==> src/rtl/control_unit_pkg.sv <==
// Shared decode constants, FSM state encoding and instruction classifier for control_unit.
package riscv_ctrl_pkg;

  localparam logic [6:0] OPC_LOAD  = 7'b0000011;
  localparam logic [6:0] OPC_STORE = 7'b0100011;
  localparam logic [6:0] OPC_OPIMM = 7'b0010011;
  localparam logic [6:0] OPC_OP    = 7'b0110011;

  localparam logic [2:0] F3_LD_SD = 3'b011;
  localparam logic [2:0] F3_ADD   = 3'b000;
  localparam logic [6:0] F7_ADD   = 7'b0000000;
  localparam logic [6:0] F7_SUB   = 7'b0100000;

  localparam logic [2:0] ALU_ADD = 3'b000;
  localparam logic [2:0] ALU_SUB = 3'b001;

  localparam logic MUX0_RF_A = 1'b0;
  localparam logic MUX0_RF_B = 1'b1;
  localparam logic MUX1_IMM  = 1'b0;
  localparam logic MUX1_RF_B = 1'b1;
  localparam logic MUX2_ALU  = 1'b0;
  localparam logic MUX2_DM   = 1'b1;

  typedef enum logic [2:0] {
    ST_FETCH     = 3'd0,
    ST_DECODE    = 3'd1,
    ST_EXECUTE   = 3'd2,
    ST_MEM       = 3'd3,
    ST_WRITEBACK = 3'd4
  } cu_state_e;

  typedef enum logic [1:0] {
    IMM_NONE = 2'd0,
    IMM_I    = 2'd1,
    IMM_S    = 2'd2
  } imm_fmt_e;

  typedef enum logic [2:0] {
    OP_ILLEGAL = 3'd0,
    OP_LD      = 3'd1,
    OP_SD      = 3'd2,
    OP_ADDI    = 3'd3,
    OP_ADD     = 3'd4,
    OP_SUB     = 3'd5
  } op_kind_e;

  function automatic op_kind_e classify(input logic [31:0] instr);
    op_kind_e k;
    k = OP_ILLEGAL;
    case (instr[6:0])
      OPC_LOAD:  k = (instr[14:12] == F3_LD_SD) ? OP_LD : OP_ILLEGAL;
      OPC_STORE: k = (instr[14:12] == F3_LD_SD) ? OP_SD : OP_ILLEGAL;
      OPC_OPIMM: k = (instr[14:12] == F3_ADD) ? OP_ADDI : OP_ILLEGAL;
      OPC_OP: begin
        if (instr[14:12] == F3_ADD && instr[31:25] == F7_ADD) begin
          k = OP_ADD;
        end else if (instr[14:12] == F3_ADD && instr[31:25] == F7_SUB) begin
          k = OP_SUB;
        end else begin
          k = OP_ILLEGAL;
        end
      end
      default: k = OP_ILLEGAL;
    endcase
    return k;
  endfunction

endpackage

==> src/rtl/control_unit_if.sv <==
// Instruction-fetch handshake and datapath control bundle; master = control unit, slave = memory/datapath side.
interface control_unit_if #(
  parameter int WORDSIZE = 64
);
  logic [WORDSIZE-1:0] cu_pc;
  logic [31:0]         cu_instr;
  logic                cu_instr_valid;
  logic                cu_instr_ready;
  logic [4:0]          cu_rf_addr_a;
  logic [4:0]          cu_rf_addr_b;
  logic [4:0]          cu_rf_write_addr;
  logic                cu_rf_write_en;
  logic [WORDSIZE-1:0] cu_immediate;
  logic                cu_mux_0_sel;
  logic                cu_mux_1_sel;
  logic                cu_mux_2_sel;
  logic [2:0]          cu_alu_operation;
  logic                cu_dm_write_en;
  logic                cu_illegal;

  modport master (
    input  cu_instr, cu_instr_valid,
    output cu_pc, cu_instr_ready, cu_rf_addr_a, cu_rf_addr_b, cu_rf_write_addr,
           cu_rf_write_en, cu_immediate, cu_mux_0_sel, cu_mux_1_sel, cu_mux_2_sel,
           cu_alu_operation, cu_dm_write_en, cu_illegal
  );

  modport slave (
    output cu_instr, cu_instr_valid,
    input  cu_pc, cu_instr_ready, cu_rf_addr_a, cu_rf_addr_b, cu_rf_write_addr,
           cu_rf_write_en, cu_immediate, cu_mux_0_sel, cu_mux_1_sel, cu_mux_2_sel,
           cu_alu_operation, cu_dm_write_en, cu_illegal
  );
endinterface

==> src/rtl/control_unit_imm_gen.sv <==
// cu_imm_gen: combinational sign extension of I- and S-format immediates; other formats yield zero.
module cu_imm_gen
  import riscv_ctrl_pkg::*;
#(
  parameter int WORDSIZE = 64
) (
  input  logic [11:0]         imm_hi_i,   // instr[31:20]
  input  logic [4:0]          imm_lo_i,   // instr[11:7]
  input  imm_fmt_e            fmt_i,
  output logic [WORDSIZE-1:0] imm_o
);

  // Select and sign-extend the immediate field for the decoded format.
  always_comb begin
    imm_o = '0;
    case (fmt_i)
      IMM_I:   imm_o = {{(WORDSIZE-12){imm_hi_i[11]}}, imm_hi_i};
      IMM_S:   imm_o = {{(WORDSIZE-12){imm_hi_i[11]}}, imm_hi_i[11:5], imm_lo_i};
      default: imm_o = '0;
    endcase
  end

endmodule

==> src/rtl/control_unit.sv <==
// Multicycle control FSM: fetch handshake, decode, EXECUTE/MEM/WRITEBACK sequencing and PC ownership.
// Optional CONTROL_UNIT_PERF_CNT_EN adds cycle and retired-instruction counters.
module control_unit
  import riscv_ctrl_pkg::*;
#(
  parameter int WORDSIZE = 64
) (
  input  logic                 cu_clk,
  input  logic                 cu_rst_n,
  control_unit_if.master       bus
`ifdef CONTROL_UNIT_PERF_CNT_EN
  ,
  output logic [63:0]          cu_cycle_count,
  output logic [63:0]          cu_retired_count
`endif
);

  cu_state_e           state_q;
  op_kind_e            op_q;
  logic [WORDSIZE-1:0] pc_q;
  logic                ready_q, rf_we_q, dm_we_q, illegal_q;
  logic [4:0]          addr_a_q, addr_b_q, waddr_q;
  logic [WORDSIZE-1:0] imm_q;
  logic                mux0_q, mux1_q, mux2_q;
  logic [2:0]          alu_q;

  op_kind_e            op_d;
  imm_fmt_e            fmt_d;
  logic [4:0]          addr_a_d, addr_b_d, waddr_d;
  logic [WORDSIZE-1:0] imm_d;
  logic                mux0_d, mux1_d, mux2_d;
  logic [2:0]          alu_d;

  cu_imm_gen #(.WORDSIZE(WORDSIZE)) u_imm_gen (
    .imm_hi_i (bus.cu_instr[31:20]),
    .imm_lo_i (bus.cu_instr[11:7]),
    .fmt_i    (fmt_d),
    .imm_o    (imm_d)
  );

  // Decode the presented word so controls are already valid in the DECODE cycle.
  always_comb begin
    op_d     = classify(bus.cu_instr);
    fmt_d    = IMM_NONE;
    addr_a_d = 5'd0;
    addr_b_d = 5'd0;
    waddr_d  = 5'd0;
    mux0_d   = MUX0_RF_A;
    mux1_d   = MUX1_IMM;
    mux2_d   = MUX2_ALU;
    alu_d    = ALU_ADD;
    case (op_d)
      OP_LD: begin
        addr_a_d = bus.cu_instr[19:15];
        waddr_d  = bus.cu_instr[11:7];
        fmt_d    = IMM_I;
        mux2_d   = MUX2_DM;
      end
      OP_SD: begin
        addr_a_d = bus.cu_instr[24:20];
        addr_b_d = bus.cu_instr[19:15];
        fmt_d    = IMM_S;
        mux0_d   = MUX0_RF_B;
      end
      OP_ADDI: begin
        addr_a_d = bus.cu_instr[19:15];
        waddr_d  = bus.cu_instr[11:7];
        fmt_d    = IMM_I;
      end
      OP_ADD, OP_SUB: begin
        addr_a_d = bus.cu_instr[19:15];
        addr_b_d = bus.cu_instr[24:20];
        waddr_d  = bus.cu_instr[11:7];
        mux1_d   = MUX1_RF_B;
        alu_d    = (op_d == OP_SUB) ? ALU_SUB : ALU_ADD;
      end
      default: fmt_d = IMM_NONE;
    endcase
  end

  // Sequencer: state, PC, decoded-control registers and the two strobes.
  always_ff @(posedge cu_clk or negedge cu_rst_n) begin
    if (!cu_rst_n) begin
      state_q   <= ST_FETCH;
      op_q      <= OP_ILLEGAL;
      pc_q      <= '0;
      ready_q   <= 1'b1;
      rf_we_q   <= 1'b0;
      dm_we_q   <= 1'b0;
      illegal_q <= 1'b0;
      addr_a_q  <= 5'd0;
      addr_b_q  <= 5'd0;
      waddr_q   <= 5'd0;
      imm_q     <= '0;
      mux0_q    <= 1'b0;
      mux1_q    <= 1'b0;
      mux2_q    <= 1'b0;
      alu_q     <= 3'd0;
    end else begin
      case (state_q)
        ST_FETCH: begin
          if (bus.cu_instr_valid) begin
            state_q   <= ST_DECODE;
            ready_q   <= 1'b0;
            op_q      <= op_d;
            illegal_q <= (op_d == OP_ILLEGAL);
            addr_a_q  <= addr_a_d;
            addr_b_q  <= addr_b_d;
            waddr_q   <= waddr_d;
            imm_q     <= imm_d;
            mux0_q    <= mux0_d;
            mux1_q    <= mux1_d;
            mux2_q    <= mux2_d;
            alu_q     <= alu_d;
          end else begin
            ready_q <= 1'b1;
          end
        end
        ST_DECODE: begin
          illegal_q <= 1'b0;
          if (op_q == OP_ILLEGAL) begin
            state_q <= ST_FETCH;
            ready_q <= 1'b1;
            pc_q    <= pc_q + WORDSIZE'(4);
          end else begin
            state_q <= ST_EXECUTE;
          end
        end
        ST_EXECUTE: begin
          if (op_q == OP_LD || op_q == OP_SD) begin
            state_q <= ST_MEM;
            dm_we_q <= (op_q == OP_SD);
          end else begin
            state_q <= ST_WRITEBACK;
            rf_we_q <= (waddr_q != 5'd0);
          end
        end
        ST_MEM: begin
          dm_we_q <= 1'b0;
          if (op_q == OP_LD) begin
            state_q <= ST_WRITEBACK;
            rf_we_q <= (waddr_q != 5'd0);
          end else begin
            state_q <= ST_FETCH;
            ready_q <= 1'b1;
            pc_q    <= pc_q + WORDSIZE'(4);
          end
        end
        ST_WRITEBACK: begin
          rf_we_q <= 1'b0;
          state_q <= ST_FETCH;
          ready_q <= 1'b1;
          pc_q    <= pc_q + WORDSIZE'(4);
        end
        default: begin
          state_q   <= ST_FETCH;
          ready_q   <= 1'b1;
          rf_we_q   <= 1'b0;
          dm_we_q   <= 1'b0;
          illegal_q <= 1'b0;
        end
      endcase
    end
  end

  assign bus.cu_pc            = pc_q;
  assign bus.cu_instr_ready   = ready_q;
  assign bus.cu_rf_addr_a     = addr_a_q;
  assign bus.cu_rf_addr_b     = addr_b_q;
  assign bus.cu_rf_write_addr = waddr_q;
  assign bus.cu_rf_write_en   = rf_we_q;
  assign bus.cu_immediate     = imm_q;
  assign bus.cu_mux_0_sel     = mux0_q;
  assign bus.cu_mux_1_sel     = mux1_q;
  assign bus.cu_mux_2_sel     = mux2_q;
  assign bus.cu_alu_operation = alu_q;
  assign bus.cu_dm_write_en   = dm_we_q;
  assign bus.cu_illegal       = illegal_q;

`ifdef CONTROL_UNIT_PERF_CNT_EN
  logic        retire_now;
  logic [63:0] cycle_cnt_q, retired_cnt_q;

  assign retire_now = (state_q == ST_WRITEBACK) || (state_q == ST_MEM && op_q == OP_SD);

  // Free-running cycle counter and count of non-illegal instructions retired.
  always_ff @(posedge cu_clk or negedge cu_rst_n) begin
    if (!cu_rst_n) begin
      cycle_cnt_q   <= 64'd0;
      retired_cnt_q <= 64'd0;
    end else begin
      cycle_cnt_q   <= cycle_cnt_q + 64'd1;
      retired_cnt_q <= retire_now ? retired_cnt_q + 64'd1 : retired_cnt_q;
    end
  end

  assign cu_cycle_count   = cycle_cnt_q;
  assign cu_retired_count = retired_cnt_q;
`endif

endmodule

==> src/flat_wrapper.sv <==
// flat-port wrapper written by rule: the top's interface ports become plain ports
module control_unit_flat import riscv_ctrl_pkg::*;
#(
  parameter int WORDSIZE = 64
)
  (cu_clk, cu_rst_n, bus_cu_instr, bus_cu_instr_valid, bus_cu_pc, bus_cu_instr_ready, bus_cu_rf_addr_a, bus_cu_rf_addr_b, bus_cu_rf_write_addr, bus_cu_rf_write_en, bus_cu_immediate, bus_cu_mux_0_sel, bus_cu_mux_1_sel, bus_cu_mux_2_sel, bus_cu_alu_operation, bus_cu_dm_write_en, bus_cu_illegal);
  control_unit_if #(.WORDSIZE(WORDSIZE)) bus_i ();
  input  logic cu_clk;
  input  logic cu_rst_n;
  input wire logic [$bits(bus_i.cu_instr)-1:0] bus_cu_instr;
  input wire logic [$bits(bus_i.cu_instr_valid)-1:0] bus_cu_instr_valid;
  output wire logic [$bits(bus_i.cu_pc)-1:0] bus_cu_pc;
  output wire logic [$bits(bus_i.cu_instr_ready)-1:0] bus_cu_instr_ready;
  output wire logic [$bits(bus_i.cu_rf_addr_a)-1:0] bus_cu_rf_addr_a;
  output wire logic [$bits(bus_i.cu_rf_addr_b)-1:0] bus_cu_rf_addr_b;
  output wire logic [$bits(bus_i.cu_rf_write_addr)-1:0] bus_cu_rf_write_addr;
  output wire logic [$bits(bus_i.cu_rf_write_en)-1:0] bus_cu_rf_write_en;
  output wire logic [$bits(bus_i.cu_immediate)-1:0] bus_cu_immediate;
  output wire logic [$bits(bus_i.cu_mux_0_sel)-1:0] bus_cu_mux_0_sel;
  output wire logic [$bits(bus_i.cu_mux_1_sel)-1:0] bus_cu_mux_1_sel;
  output wire logic [$bits(bus_i.cu_mux_2_sel)-1:0] bus_cu_mux_2_sel;
  output wire logic [$bits(bus_i.cu_alu_operation)-1:0] bus_cu_alu_operation;
  output wire logic [$bits(bus_i.cu_dm_write_en)-1:0] bus_cu_dm_write_en;
  output wire logic [$bits(bus_i.cu_illegal)-1:0] bus_cu_illegal;
  assign bus_i.cu_instr = bus_cu_instr;
  assign bus_i.cu_instr_valid = bus_cu_instr_valid;
  assign bus_cu_pc = bus_i.cu_pc;
  assign bus_cu_instr_ready = bus_i.cu_instr_ready;
  assign bus_cu_rf_addr_a = bus_i.cu_rf_addr_a;
  assign bus_cu_rf_addr_b = bus_i.cu_rf_addr_b;
  assign bus_cu_rf_write_addr = bus_i.cu_rf_write_addr;
  assign bus_cu_rf_write_en = bus_i.cu_rf_write_en;
  assign bus_cu_immediate = bus_i.cu_immediate;
  assign bus_cu_mux_0_sel = bus_i.cu_mux_0_sel;
  assign bus_cu_mux_1_sel = bus_i.cu_mux_1_sel;
  assign bus_cu_mux_2_sel = bus_i.cu_mux_2_sel;
  assign bus_cu_alu_operation = bus_i.cu_alu_operation;
  assign bus_cu_dm_write_en = bus_i.cu_dm_write_en;
  assign bus_cu_illegal = bus_i.cu_illegal;
  control_unit #(.WORDSIZE(WORDSIZE)) u_core (.cu_clk(cu_clk), .cu_rst_n(cu_rst_n), .bus(bus_i));
endmodule
==> config.mk <==
export PLATFORM = sky130hd
export DESIGN_NAME = control_unit_flat
export DESIGN_NICKNAME = d
export VERILOG_FILES = /design/src/rtl/control_unit_pkg.sv /design/src/rtl/control_unit_if.sv /design/src/rtl/control_unit_imm_gen.sv /design/src/rtl/control_unit.sv /design/src/flat_wrapper.sv
export SDC_FILE = /design/constraint.sdc
export NUM_CORES = 1
export LEC_CHECK = 0
export CAP_MARGIN = 40
export CORE_ASPECT_RATIO = 0.6
export CORE_MARGIN = 2
export CORE_UTILIZATION = 46
export CTS_CLUSTER_DIAMETER = 150
export DETAILED_ROUTE_END_ITERATION = 7
export HOLD_SLACK_MARGIN = 0.06
export PLACE_DENSITY_LB_ADDON = 0.1
export SYNTH_ARGS = -nofsm -noshare
export SYNTH_HDL_FRONTEND = slang
export SYNTH_SLANG_ARGS = --single-unit
==> constraint.sdc <==
create_clock -name cu_clk -period 2.5 [get_ports cu_clk]
set_clock_uncertainty 0.15 [all_clocks]
set_input_delay 0.5 -clock cu_clk [delete_from_list [all_inputs] [get_ports cu_clk]]
set_output_delay 0.5 -clock cu_clk [all_outputs]
set_load 0.03 [all_outputs]
==> results of run 1 <==
==> worst min-delay path by stage <==
stage,start,cells past startpoint,to
2_1_floorplan,cu_rst_n,0,u_core.bus.cu_alu_operation[0]$_DFFE_PN0P_
3_3_place_gp,u_core.bus.cu_pc[63]$_DFFE_PN0P_,1,u_core.bus.cu_pc[63]$_DFFE_PN0P_
3_5_place_dp,u_core.bus.cu_mux_1_sel$_DFFE_PN0P_,2,u_core.bus.cu_mux_1_sel$_DFFE_PN0P_
4_1_cts,cu_rst_n,1,u_core.bus.cu_rf_write_addr[3]$_DFFE_PN0P_
5_1_grt,cu_rst_n,1,u_core.bus.cu_rf_write_addr[3]$_DFFE_PN0P_
6_report,cu_rst_n,1,u_core.bus.cu_rf_write_addr[3]$_DFFE_PN0P_
==> through the flow <==
step / total power [mW] / setup TNS [ns] / utilization (%) / setup WS (ns)
after floorplan: 2.72 / -0.0723 / - / -0.0124
after global placement: 3.25 / -5.47 / 62.9 / -0.456
after detailed placement: 3.27 / -8.68 / 63.0 / -0.655
after CTS: 4.70 / 0 / 66.1 / 0.0370
after global routing: 4.93 / -0.00275 / 66.6 / -0.00275
final: 4.67 / 0 / 66.6 / 0.0355
==> power by group <==
group / switching (mW) / internal [mW] / leakage [nW]
Sequential: 0.145 / 1.81 / 1.41
Clock: 0.611 / 0.805 / 0.149
Combinational: 0.750 / 0.552 / 1.90
Total: 1.51 / 3.17 / 3.46
==> layout make-up <==
type | count | area [um2]
well taps | 144 | 180
multi-input cells | 324 | 2270
clock inverters | 5 | 57.6
clock buffers | 11 | 243
fillers | 883 | 3760
inverters | 19 | 71.3
repair buffers | 230 | 2100
flip-flops and latches | 103 | 2580
==> cells by family after synthesis <==
logic type      Yosys count  share of synthesized area (%)
fa+ha+maj                 3                          0.709
compound gates           63                           9.45
mux                       1                          0.213
buf+inv                  92                           10.7
simple gates            191                           19.9
flops                   103                           48.7
xor+xnor                 62                           10.3
other cells               1                         0.0708
==> layout by cell type, fill, tap and decap left out, drive strengths merged, types with 3 or more instances in the layout <==
cell	Yosys	layout
nor3	29	29
a21oi	7	7
nand4	18	18
or2	4	4
a22oi	5	5
clkbuf	13	11
ha	3	3
a221o	5	5
a221oi	5	5
a211oi	4	4
o31ai	6	6
or4	3	3
nor2	26	26
and3	10	10
conb	1	4
xnor2	25	25
dfrtp	102	102
o21ai	9	9
clkdlybuf4s50	0	126
a22o	12	12
inv	19	19
nand3	18	18
or3	3	3
nor2b	3	3
nand3b	3	3
buf	60	101
nor4	23	23
clkinv	0	4
nand2	44	44
xor2	37	37
==> critical path, stage by stage <==
cell           delay, ns
dlygate4sd2_1       0.25
nand3b_1            0.17
nor2b_1             0.15
or3_4               0.39
or2_4               0.27
buf_4               0.14
ha_4                0.18
nor2_4              0.10
nor3_4              0.06
buf_12              0.15
a22o_1              0.18
==> repair_timing <==
| action | 4_1_cts | 5_1_grt |
|---|---|---|
| gates resized for setup | 7 | 8 |
| pin swaps | 5 | 2 |
| setup buffers | 4 | 1 |
| setup endpoints to repair | 12 | 18 |
| gates cloned | 0 | 0 |
==> routing by layer <==
layer,GRT usage (%),up-vias,wire length (um)
met1,34.4,2226,6990
met5,0,-,0
met2,34.5,154,6200
li1,-,2111,-
met4,6.39,0,206
met3,5.39,16,840
==> flip-flops by register name (all words and copies together), names as in the netlist <==
| register | cells |
|---|---|
| u_core.state_q | 3 |
| u_core.bus.cu_rf_addr_b | 5 |
| u_core.bus.cu_rf_write_en | 1 |
| u_core.bus.cu_instr_ready | 1 |
| u_core.bus.cu_immediate | 12 |
| u_core.op_q | 3 |
| u_core.bus.cu_pc | 62 |
| u_core.bus.cu_illegal | 1 |
| u_core.bus.cu_rf_write_addr | 5 |
| u_core.bus.cu_alu_operation | 1 |
| u_core.bus.cu_mux_1_sel | 1 |
| u_core.bus.cu_rf_addr_a | 5 |
| u_core.bus.cu_mux_2_sel | 1 |
| u_core.bus.cu_dm_write_en | 1 |
| u_core.bus.cu_mux_0_sel | 1 |
==> run summary, run 1 <==
Status: completed
ANT cells: 0
Hold Buf Count CTS: 0
Global-route wire length before repair: 22300 um
Vias in the first global route: 4154
Area leader, netlist: dfrtp_1
Yosys Warn Count: 0
GRT overflow: 0
CP arrival: 2.54 ns
Post-synth top flop: dfrtp_1
Post-synth top area share: 48.2%
Synth unique cells: 53
WHS: 0.0313 ns
Top cells by count, synth: dfrtp_1, buf_4, nand2_1
Reg2reg path depth: 6
CTS tree: built
CP Capture Point: u_core.bus.cu_immediate[10]$_DFFE_PN0P_
Initial Utilization: 47.0%
Initial antenna violation count: 0
VDD IR max: 0.000704 V
Fin crit share: 98.6%
Seq/Total Area, Yosys: 48.7%
Buffers on Ports: 183
DR DRC count: 0
RSZ-0062 raised after global routing: yes
Layout Cells excl Fill: 836
Number of synthesized flops with an enable pin: 0
GPL Wtd Cong: 0.842
Fraction of layout cells with a size suffix above 1: 21.4%
DR WL/cell: 17.0 um
Worst min-delay path category: input pin to async pin
Post-Syn Instances: 516
Post-route cell area: 7500 um2
Core ar.: 11300 um2
Post-detail-place hpwl: 10700 um
Placed insts: 815
Root Driver: clkbuf_16
Lkg Pwr: 3.46 nW
RR Startpoint: u_core.bus.cu_pc[19]$_DFFE_PN0P_
Max-Cap Viols: 0
DIE HEIGHT: 87.1 um
Synth-to-Final Area Change: 41.7%
Clock Latency Late Sink: 0.34 ns
Post-Route WL: 14200 um
Setup violators final: 0
Antenna-violating nets left: 0
Clock H-tree levels: 3
Top post-synthesis cells by area: dfrtp_1, buf_4, xor2_1
DR pass1 iterations: 5
Vias: 4507
R2r endpoint: u_core.bus.cu_pc[56]$_DFFE_PN0P_
Chip Width: 142 um
Final hold vios: 0
Mapped cell area: 5290 um2
Worst Setup SP: bus_cu_instr[4]
Dpl cell area: 7090 um2
Count of clock tree sinks: 103
Clk buf depth: 2
Fin crit period: 2.46 ns
IO Count: 188
Syn Area/Cell: 10.3 um2
Nets: 725
CP required: 2.58 ns
Critical setup path kind: input pin to register
Area of the die: 12400 um2
Max-slew violations: 0
CTS clock-pin slew for the worst setup and hold paths: 0.07 ns
Worst setup EP type: register
# rows: 30
Largest net degree at the start of global routing: 50
Worst R2R Setup Slack: 0.12 ns
Initial DRC Count: 253
Vias per cell: 5.39
Slew @ Worst Pin: 0.681 ns
Crit path max fanout: 7
Synth Register Bits: 103
Total track usage: 23.3%
FFs w/ async S/R, synth: 100%
PwrDens: 623 nW/um2
Most common cell in the synthesized netlist: dfrtp_1
Cts bufs inserted: 9
CP startpoint kind: input pin
Relative slew slack: 54.6%
Fmax: 0.406 GHz
Note: power is estimated with default switching activity, not from simulation.
==> run 2: changes to the inputs <==
GPL_ROUTABILITY_DRIVEN = 0   (was unset)
REMOVE_ABC_BUFFERS = 1   (was unset)
==> run summary, run 2 (same netlist as run 1, synthesis figures left out) <==
Status: completed
CTS clock-pin slew for the worst setup and hold paths: 0.06 ns
Post-detail-place hpwl: 10200 um
Fraction of layout cells with a size suffix above 1: 20.6%
RR Startpoint: u_core.op_q[2]$_DFFE_PN0P_
DR pass1 iterations: 4
DIE HEIGHT: 87.1 um
Chip Width: 142 um
Antenna-violating nets left: 0
Relative slew slack: 56.6%
CP required: 2.58 ns
CP arrival: 2.53 ns
Worst Setup SP: bus_cu_instr[3]
Vias per cell: 5.22
Place WS: -0.587 ns
Max-Cap Viols: 0
IO Count: 188
PwrDens: 620 nW/um2
Worst setup EP type: register
DR DRC count: 0
Slew @ Worst Pin: 0.650 ns
VDD IR max: 0.000723 V
Largest net degree at the start of global routing: 55
CP startpoint kind: input pin
Nets: 721
Min-delay src: u_core.bus.cu_mux_2_sel$_DFFE_PN0P_
Final hold vios: 0
R2r endpoint: u_core.bus.cu_pc[34]$_DFFE_PN0P_
Setup violators final: 0
Total track usage: 22.7%
Reg2reg path depth: 6
Initial antenna violation count: 0
Hold endpoint: u_core.bus.cu_mux_2_sel$_DFFE_PN0P_
GRT overflow: 0
Buffers on Ports: 183
Hold Crit Depth: 2
Lkg Pwr: 3.39 nW
Initial Utilization: 47.0%
Root Driver: clkbuf_16
Clock Latency Late Sink: 0.35 ns
Initial DRC Count: 215
Setup TNS: 0 ns
ANT cells: 0
Largest register FFs: 62
CTS tree: built
Vias: 4342
Fmax: 0.409 GHz
DR WL/cell: 16.7 um
Post-route cell area: 7400 um2
Max-slew violations: 0
Worst R2R Setup Slack: 0.11 ns
Final WS setup: 0.0522 ns
# rows: 30
Area of the die: 12400 um2
Cts bufs inserted: 9
Vias in the first global route: 4166
Most frequent cells in the layout: clkdlybuf4s50_1, dfrtp_1, buf_4, nand2_1, xor2_1
Dpl cell area: 7010 um2
Critical setup path kind: input pin to register
Global-route wire length before repair: 22000 um
Final Power: 4.59 mW
Crit path max fanout: 7
Commonest non-fill, non-tap cell in the layout: clkdlybuf4s50_1
Count of clock tree sinks: 103
Clk buf depth: 2
Fin crit period: 2.45 ns
Post-Route WL: 13900 um
Fin crit share: 97.9%
Worst min-delay path category: register to register
WHS: 0.340 ns
Clock H-tree levels: 3
Core ar.: 11300 um2
Synth-to-Final Area Change: 39.8%
==> run 2: cell types whose count changed in the layout (fill, tap and decap cells not counted), moves of 2 or more <==
cell and change:
clkinvlp_4 +2, buf_12 -2, nor4_4 -2, buf_4 -4
==> run 2: worst max-delay path, stage by stage <==
cell and delay, ns:
clkdlybuf4s50_1 0.42, or4_4 0.56, nor4_2 0.15, buf_4 0.17
inv_1 0.08, ha_4 0.17, nor2_2 0.12, nor3_4 0.06
buf_6 0.14, a22o_1 0.18
==> run 2: metrics by stage <==
stage	cells	util, %
finish	832	65.7
global route	832	65.7
CTS	831	65.1
detailed placement	813	62.3
global placement	813	62.3
floorplan	446	-
==> run 2: metal layers <==
layer  track usage, %  wire length (um)  vias to the layer above
met5                0                 0                        -
met4             5.13                98                        0
met3             5.72               700                       10
met2             32.6              6110                      121
met1             34.5              7010                     2111
li1                 -                 -                     2100
==> run 2: area by class of cell <==
| type | count | area, um2 |
|---|---|---|
| clock buffer | 11 | 243 |
| clock inverter | 5 | 33.8 |
| fill | 896 | 3860 |
| inverter | 19 | 71.3 |
| multi-input combinational | 324 | 2250 |
| sequential | 103 | 2580 |
| tap | 144 | 180 |
| timing repair buffer | 226 | 2050 |
==> run 2: worst max-delay path by stage <==
stage / depth (start not counted) / to / slack [ns]
finish: 10 / u_core.bus.cu_immediate[5]$_DFFE_PN0P_ / 0.05
global route: 10 / u_core.bus.cu_immediate[62]$_DFFE_PN0P_ / -0.02
CTS: 11 / u_core.bus.cu_immediate[5]$_DFFE_PN0P_ / 0.01
detailed placement: 9 / u_core.bus.cu_immediate[62]$_DFFE_PN0P_ / -0.59
global placement: 9 / u_core.bus.cu_immediate[62]$_DFFE_PN0P_ / -0.55
floorplan: 1 / u_core.bus.cu_immediate[62]$_DFFE_PN0P_ / -8.56
==> run 2: what timing repair did <==
| item | CTS | global route |
|---|---|---|
| buffers inserted | 1 | 1 |
| resized for setup | 10 | 10 |
| hold buffers | 1 | 0 |
| endpoints found under the hold margin | 44 | 0 |
| setup endpoints to repair | 12 | 14 |
| pin swaps | 2 | 3 |
==> run 2: power by group <==
group          leakage, nW  total, mW  internal [mW]  switching (mW)
registers             1.41       1.96           1.81           0.151
logic                 1.84       1.30          0.542           0.754
clock network        0.132       1.33          0.701           0.627
total                 3.39       4.59           3.06            1.53
==> run 3: changes to the inputs <==
--- a/config.mk
+++ b/config.mk
@@ -10,3 +10,3 @@
 export CORE_MARGIN = 2
-export CORE_UTILIZATION = 46
+export CORE_UTILIZATION = 50
 export CTS_CLUSTER_DIAMETER = 150
@@ -19,2 +19,3 @@
 export SYNTH_HDL_FRONTEND = slang
+export SYNTH_HIERARCHICAL = 1
 export SYNTH_SLANG_ARGS = --single-unit
==> constraint.sdc (replaced) <==
create_clock -name cu_clk -period 2.5 [get_ports cu_clk]
set_clock_uncertainty 0.15 [all_clocks]
set_input_delay 0.375 -clock cu_clk [delete_from_list [all_inputs] [get_ports cu_clk]]
set_output_delay 0.375 -clock cu_clk [all_outputs]
set_load 0.03 [all_outputs]
==> run summary, run 3 <==
Status: completed
Setup violators final: 0
Final Power: 6.85 mW
Worst setup EP type: register
Worst min-delay path category: input pin to register
Count of clock tree sinks: 155
Register Area: 3880 um2
Initial antenna violation count: 0
Clock power frac: 36.6%
Max-Cap Viols: 0
Initial DRC Count: 442
IO Count: 188
Clock H-tree levels: 4
Most frequent cells in the layout: nand2_1, clkdlybuf4s50_1, dfrtp_1, buf_4, xor2_1
DIE HEIGHT: 98.0 um
Area of the multi-input gates: 2980 um2
Largest register FFs: 64
Area leader, netlist: dfrtp_1
Synth unique cells: 59
DR pass1 iterations: 5
Largest net degree at the start of global routing: 56
Synth-to-Final Area Change: 39.7%
Fraction of layout cells with a size suffix above 1: 14.5%
Placed insts: 1134
Clk buf depth: 2
ANT cells: 0
Root Driver: clkbuf_16
Antenna-violating nets left: 0
Area of the die: 15800 um2
Vias per cell: 5.35
Post-synth top flop: dfrtp_1
CP arrival: 2.68 ns
DR DRC count: 0
Post-synth top area share: 52.3%
Critical setup path kind: input pin to register
Most common cell in the synthesized netlist: nand2_1
Top post-synthesis cells by area: dfrtp_1, nand2_1, buf_4
Fmax: 0.403 GHz
Yosys Warn Count: 6
FFs w/ async S/R, synth: 100%
RSZ-0062 raised after global routing: yes
Top cells by count, synth: nand2_1, dfrtp_1, buf_4
# fillers: 1089
VDD IR max: 0.000529 V
Synth Register Bits: 155
CP startpoint kind: input pin
Vias in the first global route: 6229
Post-Syn Instances: 792
Core ar.: 14500 um2
Cts bufs inserted: 17
Slowest CP cell: or4_4
GRT overflow: 0
Reg power frac: 41.1%
Mapped cell area: 7370 um2
Post-detail-place hpwl: 14000 um
Worst path cell trace: dlygate4sd2_1 > or4_4 > nor3_4 > buf_6 > ha_4 > o21ba_4 > and2_4 > buf_6 > buf_12 > buf_8 > buf_16 > nand2_2 > nand2_1
DR WL/cell: 17.2 um
Relative slew slack: 53.9%
PwrDens: 665 nW/um2
Max stage delay on crit path: 0.57 ns
Syn Area/Cell: 9.30 um2
Commonest non-fill, non-tap cell in the layout: nand2_1
Slew @ Worst Pin: 0.688 ns
Initial Utilization: 50.9%
Crit path max fanout: 7
CTS tree: built
Vias: 6346
Final hold vios: 0
Layout Cells excl Fill: 1187
Fin crit share: 99.2%
Fin crit period: 2.48 ns
Clock Latency Late Sink: 0.41 ns
Max-slew violations: 0
CP required: 2.70 ns
Pint: 4.56 mW
Sw Ratio: 33.5%
Sw power: 2.29 mW
Global-route wire length before repair: 33200 um
Buffers on Ports: 183
CTS clock-pin slew for the worst setup and hold paths: 0.07 ns
Number of synthesized flops with an enable pin: 0
CP dominant cell by count: buf_6
Total track usage: 26.7%
Nets: 1014
Logic gate share of total power: 22.3%
Chip Width: 161 um
Seq/Total Area, Yosys: 52.7%
Post-Route WL: 20400 um
# rows: 34
Lkg Pwr: 4.94 nW
==> run 3: cell count changes after synthesis, moves of 5 or more <==
| cell | previous run | this run |
|---|---|---|
| and3_1 | 10 | 3 |
| inv_1 | 19 | 11 |
| nor4_2 | 7 | 2 |
| xnor2_1 | 25 | 19 |
| nand3_1 | 18 | 34 |
| xor2_1 | 37 | 43 |
| a221o_1 | 5 | 0 |
| nand2_1 | 44 | 250 |
| clkbuf_1 | 13 | 25 |
| dfrtp_1 | 102 | 154 |
| and2_1 | 0 | 9 |
| a22o_1 | 12 | 0 |
| nor2_1 | 26 | 42 |
==> run 3: stage by stage <==
step	area [um2]	setup TNS, ns	worst slack, ns	utilization (%)	hold WS (ns)
2_1_floorplan	6810	-46.31	-0.757	-	-0.0706
3_3_place_gp	9310	-36.42	-0.637	64.4	0.220
3_5_place_dp	9310	-41.76	-0.742	64.4	0.232
4_1_cts	10200	0	0.0147	70.8	0.314
5_1_grt	10300	-0.0592	-0.0254	71.2	0.261
6_report	10300	0	0.0197	71.2	0.238
==> run 3: worst paths after layout <==
check	start	end	slack [ns]	cells after the start
worst max-delay path	bus_cu_instr[3]	u_core/bus.cu_immediate[49]$_DFFE_PN0P_	0.02	13
worst min register to register	u_core/bus.cu_pc[63]$_DFFE_PN0P_	u_core/bus.cu_pc[63]$_DFFE_PN0P_	0.32	1
min in group asynchronous	cu_rst_n	u_core/bus.cu_immediate[39]$_DFFE_PN0P_	0.33	2
worst min-delay path	bus_cu_instr[13]	u_core/bus.cu_alu_operation[0]$_DFFE_PN0P_	0.24	4
max in group asynchronous	cu_rst_n	u_core/bus.cu_rf_addr_b[2]$_DFFE_PN0P_	1.20	3
worst max register to register	u_core/op_q[1]$_DFFE_PN0P_	u_core/bus.cu_pc[29]$_DFFE_PN0P_	0.12	6
==> run 3: cells by family (layout without fill, tap and decap cells) <==
kind of cell               Yosys count  count (layout)  synth area share [%]
other                                1               4                0.0509
xor gates and xnor gates            62              62                  7.37
AOI/OAI and AO/OA                   45              45                  4.99
DFF                                155             155                  52.7
muxes                                1               1                 0.153
adders and majority gates            3               3                 0.509
and+or+nand+nor                    425             425                  26.0
buffers and inverters              100             294                  8.27
==> run 3: final cells by class <==
cell class / instances / area share, %
well taps: 198 / 2.41
repair buffers: 251 / 25.0
multi-input cells: 540 / 28.9
clock inverters: 14 / 1.42
flip-flops and latches: 155 / 37.7
inverters: 11 / 0.401
clock buffers: 18 / 4.17
==> run 3: what timing repair did <==
item | in CTS | in global routing
hold endpoints to repair | 50 | 0
pin swaps | 9 | 9
gates resized for setup | 40 | 11
endpoints found under the setup margin | 53 | 61
buffers inserted | 10 | 4
hold buffers | 1 | 0
cloned | 6 | 0
==> run 3: layer usage <==
metal	vias up	part of all wire [%]	track usage, %
li1	2928	-	-
met1	3117	45	39.1
met2	275	45	40.1
met3	26	8.6	6.37
met4	0	1.5	7.69
met5	-	0	0
==> run 3: worst max-delay path: cells and delay by family <==
kind | cells | cell delay, ns
AO/OA/AOI/OAI | 1 | 0.23
adder cells (fa/ha/maj) | 1 | 0.19
buffers and inverters | 6 | 0.82
AND/OR/NAND/NOR | 5 | 1.06
==> run 3: power by group through the flow <==
| stage | Clock, mW | Sequential (mW) | Combinational (mW) |
|---|---|---|---|
| global placement | 0 | 2.85 | 1.47 |
| CTS | 2.54 | 2.81 | 1.52 |
| floorplan | 0 | 3.06 | 0.578 |
| finish | 2.51 | 2.81 | 1.53 |
| global route | 2.66 | 2.83 | 1.66 |
| detailed placement | 0 | 2.86 | 1.51 |
